<file path="src/rtl/cook_timer_ctrl.sv">
// Microwave cook timer: keypad MM:SS entry, per-second countdown,
// door interlock and pause/resume control of the magnetron.
module cook_timer_ctrl #(
   parameter int TICKS_PER_SEC = 10
) (
   input  logic       clk,
   input  logic       rst,
   input  logic       tick,
   input  logic       key_valid,
   input  logic [3:0] key_digit,
   input  logic       start,
   input  logic       stop_clear,
   input  logic       door_closed,
   output logic [3:0] min_tens,
   output logic [3:0] min_ones,
   output logic [3:0] sec_tens,
   output logic [3:0] sec_ones,
   output logic       magnetron_on,
   output logic       done,
   output logic [2:0] state
);

   typedef enum logic [2:0] {
      S_IDLE  = 3'b000,
      S_ENTRY = 3'b001,
      S_COOK  = 3'b010,
      S_PAUSE = 3'b011,
      S_DONE  = 3'b100
   } state_t;

   localparam logic [6:0] SUB_LAST = 7'(TICKS_PER_SEC - 1);

   state_t     state_q, state_d;
   logic [3:0] mt_q, mt_d, mo_q, mo_d, st_q, st_d, so_q, so_d;
   logic [6:0] sub_q, sub_d;
   logic       done_q, done_d;

   logic       key_ok, door_open, time_zero;
   logic       b1, b2, b3;
   logic [3:0] mt_n, mo_n, st_n, so_n;

   // One-second borrow chain; seconds tens wraps to 5, others to 9
   always_comb begin
      b1   = (so_q == 4'd0);
      b2   = b1 && (st_q == 4'd0);
      b3   = b2 && (mo_q == 4'd0);
      so_n = b1 ? 4'd9 : so_q - 4'd1;
      st_n = b1 ? ((st_q == 4'd0) ? 4'd5 : st_q - 4'd1) : st_q;
      mo_n = b2 ? ((mo_q == 4'd0) ? 4'd9 : mo_q - 4'd1) : mo_q;
      mt_n = b3 ? ((mt_q == 4'd0) ? 4'd9 : mt_q - 4'd1) : mt_q;
   end

   always_comb begin
      state_d   = state_q;
      mt_d      = mt_q;
      mo_d      = mo_q;
      st_d      = st_q;
      so_d      = so_q;
      sub_d     = sub_q;
      done_d    = 1'b0;
      key_ok    = key_valid && (key_digit <= 4'd9);
      door_open = !door_closed;
      time_zero = ({mt_q, mo_q, st_q, so_q} == 16'h0000);
      unique case (state_q)
         S_IDLE, S_DONE: begin
            if (stop_clear) begin
               state_d = S_IDLE;
               {mt_d, mo_d, st_d, so_d} = 16'h0000;
            end else if (door_open) begin
               state_d = state_q;
            end else if (start) begin
               {mt_d, mo_d, st_d, so_d} = 16'h0030;
               sub_d   = 7'd0;
               state_d = S_COOK;
            end else if (key_ok) begin
               {mt_d, mo_d, st_d, so_d} = {12'h000, key_digit};
               state_d = S_ENTRY;
            end
         end
         S_ENTRY: begin
            if (stop_clear) begin
               state_d = S_IDLE;
               {mt_d, mo_d, st_d, so_d} = 16'h0000;
            end else if (door_open) begin
               state_d = S_ENTRY;
            end else if (start) begin
               if (!time_zero) begin
                  sub_d   = 7'd0;
                  state_d = S_COOK;
               end
            end else if (key_ok) begin
               {mt_d, mo_d, st_d, so_d} = {mo_q, st_q, so_q, key_digit};
            end
         end
         S_COOK: begin
            if (stop_clear || door_open) begin
               state_d = S_PAUSE;
            end else if (tick) begin
               if (sub_q == SUB_LAST) begin
                  sub_d = 7'd0;
                  {mt_d, mo_d, st_d, so_d} = {mt_n, mo_n, st_n, so_n};
                  if ({mt_n, mo_n, st_n, so_n} == 16'h0000) begin
                     state_d = S_DONE;
                     done_d  = 1'b1;
                  end
               end else begin
                  sub_d = sub_q + 7'd1;
               end
            end
         end
         S_PAUSE: begin
            if (stop_clear) begin
               state_d = S_IDLE;
               {mt_d, mo_d, st_d, so_d} = 16'h0000;
            end else if (door_open) begin
               state_d = S_PAUSE;
            end else if (start) begin
               sub_d   = 7'd0;
               state_d = S_COOK;
            end
         end
         default: begin
            state_d = S_IDLE;
            {mt_d, mo_d, st_d, so_d} = 16'h0000;
            sub_d   = 7'd0;
         end
      endcase
   end

   always_ff @(posedge clk or posedge rst) begin
      if (rst) begin
         state_q <= S_IDLE;
         mt_q    <= 4'd0;
         mo_q    <= 4'd0;
         st_q    <= 4'd0;
         so_q    <= 4'd0;
         sub_q   <= 7'd0;
         done_q  <= 1'b0;
      end else begin
         state_q <= state_d;
         mt_q    <= mt_d;
         mo_q    <= mo_d;
         st_q    <= st_d;
         so_q    <= so_d;
         sub_q   <= sub_d;
         done_q  <= done_d;
      end
   end

   assign min_tens     = mt_q;
   assign min_ones     = mo_q;
   assign sec_tens     = st_q;
   assign sec_ones     = so_q;
   assign magnetron_on = (state_q == S_COOK);
   assign done         = done_q;
   assign state        = state_q;

endmodule

</file>
<file path="config.mk">
export PLATFORM = sky130hd
export DESIGN_NAME = cook_timer_ctrl
export DESIGN_NICKNAME = d
export VERILOG_FILES = /design/src/rtl/cook_timer_ctrl.sv
export SDC_FILE = /design/constraint.sdc
export NUM_CORES = 1
export LEC_CHECK = 0
export CORE_MARGIN = 2
export CORE_UTILIZATION = 54
export DETAILED_ROUTE_END_ITERATION = 10
export PLACE_DENSITY = 0.8
export SYNTH_ARGS = -nofsm -noshare
export SYNTH_HDL_FRONTEND = slang
export SYNTH_SLANG_ARGS = --single-unit
</file>
<file path="constraint.sdc">
create_clock -name clk -period 2.9 [get_ports clk]
set_input_delay 0.29 -clock clk [delete_from_list [all_inputs] [get_ports clk]]
set_output_delay 0.29 -clock clk [all_outputs]
set_load 0.02 [all_outputs]
</file>
==> results of run 1 <==
==> path summary, 6_finish.rpt <==
check / cells past startpoint / slack, ns / endpoint / start
worst max-delay path: 3 / 0.40 / magnetron_on / state[1]
worst min-delay path: 3 / 0.38 / min_tens[3] / rst
min in group clk: 1 / 0.49 / sub_q[6] / sub_q[6]
worst min register to register: 1 / 0.49 / sub_q[6] / sub_q[6]
worst max register to register: 5 / 0.48 / min_ones[1] / sec_ones[0]
max in group asynchronous: 3 / 2.26 / min_ones[1] / rst
==> cells in the final DEF, fill, tap and decap left out, types with 3 or more instances in the layout <==
cell type        count
nor2b_1              5
clkdlybuf4s50_1     31
o31a_1               3
clkbuf_8             3
nand4_1              5
mux2i_1              3
o21ai_0             17
a22o_1              11
a31oi_1              3
nor2_1              21
o31ai_1              3
o2bb2ai_1            4
a21oi_1             10
o211ai_1             6
nor3_1              11
nand2_1             18
mux2_2               3
nand3_1             20
dfrtp_1             27
buf_4               11
or4_1                3
o32ai_1              3
inv_1                9
a22oi_1              3
==> power by group through the flow <==
stage / Clock [mW] / Sequential, mW / Combinational, mW
6_report: 0.218 / 0.753 / 1.65
5_1_grt: 0.236 / 0.780 / 1.82
4_1_cts: 0.224 / 0.749 / 1.64
3_5_place_dp: 0 / 0.757 / 1.64
3_3_place_gp: 0 / 0.754 / 1.62
2_1_floorplan: 0 / 0.746 / 1.15
==> layer usage <==
| layer | GRT usage | up-vias |
|---|---|---|
| li1 | - | 997 |
| met4 | 0.07552 | 0 |
| met3 | 0.04089 | 11 |
| met1 | 0.3758 | 1013 |
| met2 | 0.4571 | 79 |
| met5 | 0 | - |
==> registers in the layout, indices dropped and copies added (netlist names) <==
register / flops
done: 1
sec_ones: 4
min_ones: 4
min_tens: 4
sec_tens: 4
state: 3
sub_q: 7
==> cells by family after synthesis <==
kind of cell               count (synthesis)
and+or+nand+nor                          105
AOI/OAI and AO/OA                         79
buffers and inverters                     27
muxes                                      6
adders and majority gates                  2
DFF                                       27
xor gates and xnor gates                   1
==> worst min-delay path, stage by stage <==
cell and delay [ns]:
clkdlybuf4s50_1 0.40, inv_1 0.05, buf_4 0.32
==> area by class of cell <==
| type | count | area (um2) | area share |
|---|---|---|---|
| well taps | 48 | 60.06 | 0.02428 |
| multi-input cells | 193 | 1265 | 0.5114 |
| repair buffers | 42 | 392.9 | 0.1588 |
| clock buffers | 3 | 41.29 | 0.01669 |
| inverters | 9 | 33.78 | 0.01366 |
| clock inverters | 1 | 5.005 | 0.002023 |
| flip-flops and latches | 27 | 675.6 | 0.2731 |
==> results.json, run 1 <==
{
  "cts_root_buf": "clkbuf_8",
  "period_share": 0.8627,
  "top_level_ports": 32,
  "synthAdderAreaFrac": 0.01214,
  "finalPower_mw": 2.627,
  "synthFlopType": "dfrtp_1",
  "cts_inserted_buffers": 3,
  "dr_wl_met3_um": 331,
  "switching_power_mw": 1.318,
  "first_pass_iters": 4,
  "vdd_ir_drop_max_uv": 541.4,
  "drt_wl_total_um": 5518,
  "place_hpwl_um": 4100,
  "rows": 22,
  "cp-end-kind": "output port",
  "grtUsageTotal": 0.2763,
  "grt_max_degree": 28,
  "arrival_ns": 2.21,
  "post_cts_buffers": 0,
  "synthTopCellsByArea": "dfrtp_1, nand3_1, a22o_1",
  "cts_resized": 0,
  "port_buffers": 31,
  "max_cap_violations": 0,
  "final_cells": 323,
  "pwr-share-clk": 0.083,
  "clock_sinks": 27,
  "synth_area_leader_cell": "dfrtp_1",
  "status": "completed",
  "drc": 0,
  "relSlewSlack": 0.6119,
  "cts_hold_buf": 0,
  "required_ns": 2.61,
  "p_per_area_nw_per_um2": 1062,
  "hp-class": "input port to asynchronous set/reset pin",
  "hold_ws_ns": 0.3795,
  "wl_per_cell_um": 17.08,
  "crit_chain": "or3b_2 > inv_1 > clkdlybuf4s50_1",
  "ys_ff_latch": 27,
  "gr-total-overflow": 0,
  "crit_type": "register to output port",
  "crit_path_max_fanout": 13,
  "netlist_instances": 247,
  "finish.utilization": 0.6757,
  "synth_xor_area_frac": 0.004248,
  "combPwrFrac": 0.630,
  "grt_pass1_wl_um": 9363,
  "ant_nets": 0,
  "syn_area_per_cell_um2": 8.348,
  "fmax_mhz": 399.7,
  "fillers": 326,
  "leakagePower_nw": 0.9845,
  "yosys-mux-area-fraction": 0.03095,
  "insertion_delay_ns": 0.28,
  "syn_area_um2": 2062,
  "fin_crit_ns": 2.502,
  "die_h_um": 65.80,
  "setup-violations-final": 0,
  "synthTopCellsByCount": "dfrtp_1, nor2_1, nand3_1, nand2_1, o21ai_0",
  "setup_slack_ns": 0.3982,
  "top_layer": "met4",
  "die_x_um": 65.80,
  "cts_tree": "yes",
  "ys_types": 54,
  "tightestPinTransition_ns": 0.5803,
  "cts_buffer_depth": 2,
  "preCtsSetupSlack_ns": 0.5159,
  "fin_skew_ns": 0.006133,
  "async_flop_share": 1.000,
  "met1_length_um": 2395,
  "drive_above_1_share": 0.1018,
  "worst-path-buf-inv": 2,
  "critPathLaunchType": "register",
  "cts.clk_slew.worst_paths_ns": 0.10,
  "synth_top_family_by_area": "compound AO/OA/AOI/OAI gates",
  "slowest_delay_ns": 0.65,
  "fp.dieArea_um2": 4329,
  "finalMaxSlewViolations": 0,
  "core_area_um2": 3661,
  "antenna_found_initial": 0,
  "area_growth_pct": 19.96,
  "synth_top_area_frac": 0.3277,
  "final_cell_area_um2": 2474,
  "synth-edff-count": 0,
  "cts_max_level": 1,
  "ys_warn_count": 0,
  "wl_met2_um": 2712,
  "seq_area_frac_synth": 0.3277,
  "syn-num-nets": 260,
  "synth_compound_area_frac": 0.2858,
  "power_frac_seq": 0.287,
  "fin_tns_setup_ns": 0,
  "start_util": 0.5632,
  "vias_per_cell": 6.502,
  "vias": 2100,
  "p_sw_frac": 0.5018,
  "p_int_mw": 1.309,
  "n_antenna_cell": 0,
  "final_nets": 289,
  "placed_cell_area_um2": 2427,
  "drt_iter0_markers": 222,
  "yosysMostFrequentCell": "dfrtp_1",
  "rsz0062_at_grt": "false",
  "grt_pass1_vias": 1952,
  "dp.cells": 319,
  "synth-simple-area-share": 0.2803,
  "hold_viol": 0,
  "crit_slowest_cell": "clkdlybuf4s50_1",
  "path_delay_family": "buffers and inverters",
  "place_congestion": 0.9145
}
(Power assumes the default switching activity.)
==> run 2, diff against run 1 <==
Settings changed: ABC_CLOCK_PERIOD_IN_PS set to 2900.
==> results of run 2 <==
Final layout, timing and power as in run 1 (identical DEF).
==> run 3, diff against run 2 <==
Settings changed: CAP_MARGIN set to 20, CORE_MARGIN 2 to 3.
==> results.json, run 3 (same netlist as run 1, synthesis figures left out) <==
{
  "final_cells": 318,
  "core_area_um2": 3495,
  "grtUsageTotal": 0.2597,
  "cts_inserted_buffers": 3,
  "antenna_found_initial": 0,
  "final-seq-area_um2": 675.6,
  "cts_max_level": 1,
  "cp-end-kind": "register",
  "hp-class": "input port to asynchronous set/reset pin",
  "clock_sinks": 27,
  "period_share": 0.8755,
  "largest_reg_flops": 7,
  "place_hpwl_um": 3958,
  "final_common_cell": "clkdlybuf4s50_1",
  "cts_buffer_depth": 2,
  "r2r_start": "sec_ones[0]",
  "die_x_um": 67.80,
  "drt_iter0_markers": 223,
  "rows": 21,
  "gr-total-overflow": 0,
  "dp.cells": 314,
  "startpoint": "sec_ones[0]",
  "grt_max_degree": 28,
  "insertion_delay_ns": 0.28,
  "finalPower_mw": 2.645,
  "cts_tree": "yes",
  "place_congestion": 0.9361,
  "multiInputGateArea_um2": 1265,
  "fp.dieArea_um2": 4596,
  "crit_type": "register to register",
  "fin_skew_ns": 0.008950,
  "n_antenna_cell": 0,
  "setup-violations-final": 0,
  "top_level_ports": 32,
  "mostFrequentLayoutCells": "clkdlybuf4s50_1, dfrtp_1, nor2_1",
  "die_h_um": 67.80,
  "start_util": 0.5900,
  "fin_tns_setup_ns": 0,
  "grt_pass1_vias": 1911,
  "ant_nets": 0,
  "vdd_ir_drop_max_uv": 499.5,
  "drt_wl_total_um": 5419,
  "fin_crit_ns": 2.539,
  "port_buffers": 31,
  "wl_per_cell_um": 17.04,
  "vias": 2077,
  "post_cts_buffers": 0,
  "required_ns": 3.06,
  "crit_path_max_fanout": 12,
  "finalMaxSlewViolations": 0,
  "cts_resized": 0,
  "cts.clk_slew.worst_paths_ns": 0.10,
  "cts_hold_buf": 0,
  "cts_root_buf": "clkbuf_8",
  "relSlewSlack": 0.5577,
  "finish.utilization": 0.7043,
  "area_growth_pct": 19.36,
  "leakagePower_nw": 0.9727,
  "hold_viol": 0,
  "fmax_mhz": 393.9,
  "status": "completed",
  "fillers": 284,
  "rsz0062_at_grt": "false",
  "drive_above_1_share": 0.09191,
  "top_register": "sub_q",
  "arrival_ns": 2.70,
  "max_cap_violations": 0,
  "first_pass_iters": 4,
  "critPathLaunchType": "register",
  "final_nets": 286,
  "ff2ff_path_depth": 5,
  "p_per_area_nw_per_um2": 1075,
  "tightestPinTransition_ns": 0.6543,
  "grt_pass1_wl_um": 9190,
  "vias_per_cell": 6.531,
  "drc": 0
}
[run 3: layer usage]
metal,up-vias,global-route usage,share of wire
li1,990,-,-
met1,993,0.3550,0.45
met2,87,0.4253,0.48
met3,7,0.04493,0.061
met4,0,0.06452,0.0098
met5,-,0,0
[run 3: report_power, final]
part / total [mW] / leakage (nW) / switching (mW) / internal [mW]
sequential: 0.756 / 0.357 / 0.255 / 0.501
combinational: 1.67 / 0.590 / 0.952 / 0.720
clock: 0.218 / 0.0255 / 0.121 / 0.0966
[run 3: cell type report]
type | count | share of cell area
Multi-Input combinational cell | 193 | 0.5140
Sequential cell | 27 | 0.2745
Timing Repair Buffer | 39 | 0.1556
Tap cell | 46 | 0.02339
Clock buffer | 3 | 0.01678
Inverter | 9 | 0.01373
Clock inverter | 1 | 0.002034
[run 3: worst max-delay path, stage by stage (launching register included)]
cell and delay [ns]:
dfrtp_1 0.55, or4_1 0.73, nor3_1 0.35, mux2i_1 0.39, o21ai_0 0.11, mux2_2 0.28
[run 3: final timing paths]
check | slack [ns] | end
min in group clk | 0.50 | sub_q[6]
max in group asynchronous | 2.27 | state[1]
min reg2reg | 0.50 | sub_q[6]
max | 0.36 | min_ones[1]
min | 0.37 | min_tens[2]
max reg2reg | 0.36 | min_ones[1]
[run 3: metrics by stage]
step | cell area (um2) | setup slack [ns] | hold WS [ns]
final | 2461 | 0.3610 | 0.3713
after global routing | 2461 | 0.1930 | 0.4016
after floorplan | 2062 | 0.6215 | 0.3427
after global placement | 2415 | 0.4116 | 0.4752
after CTS | 2461 | 0.4049 | 0.3878
after detailed placement | 2415 | 0.4211 | 0.4786
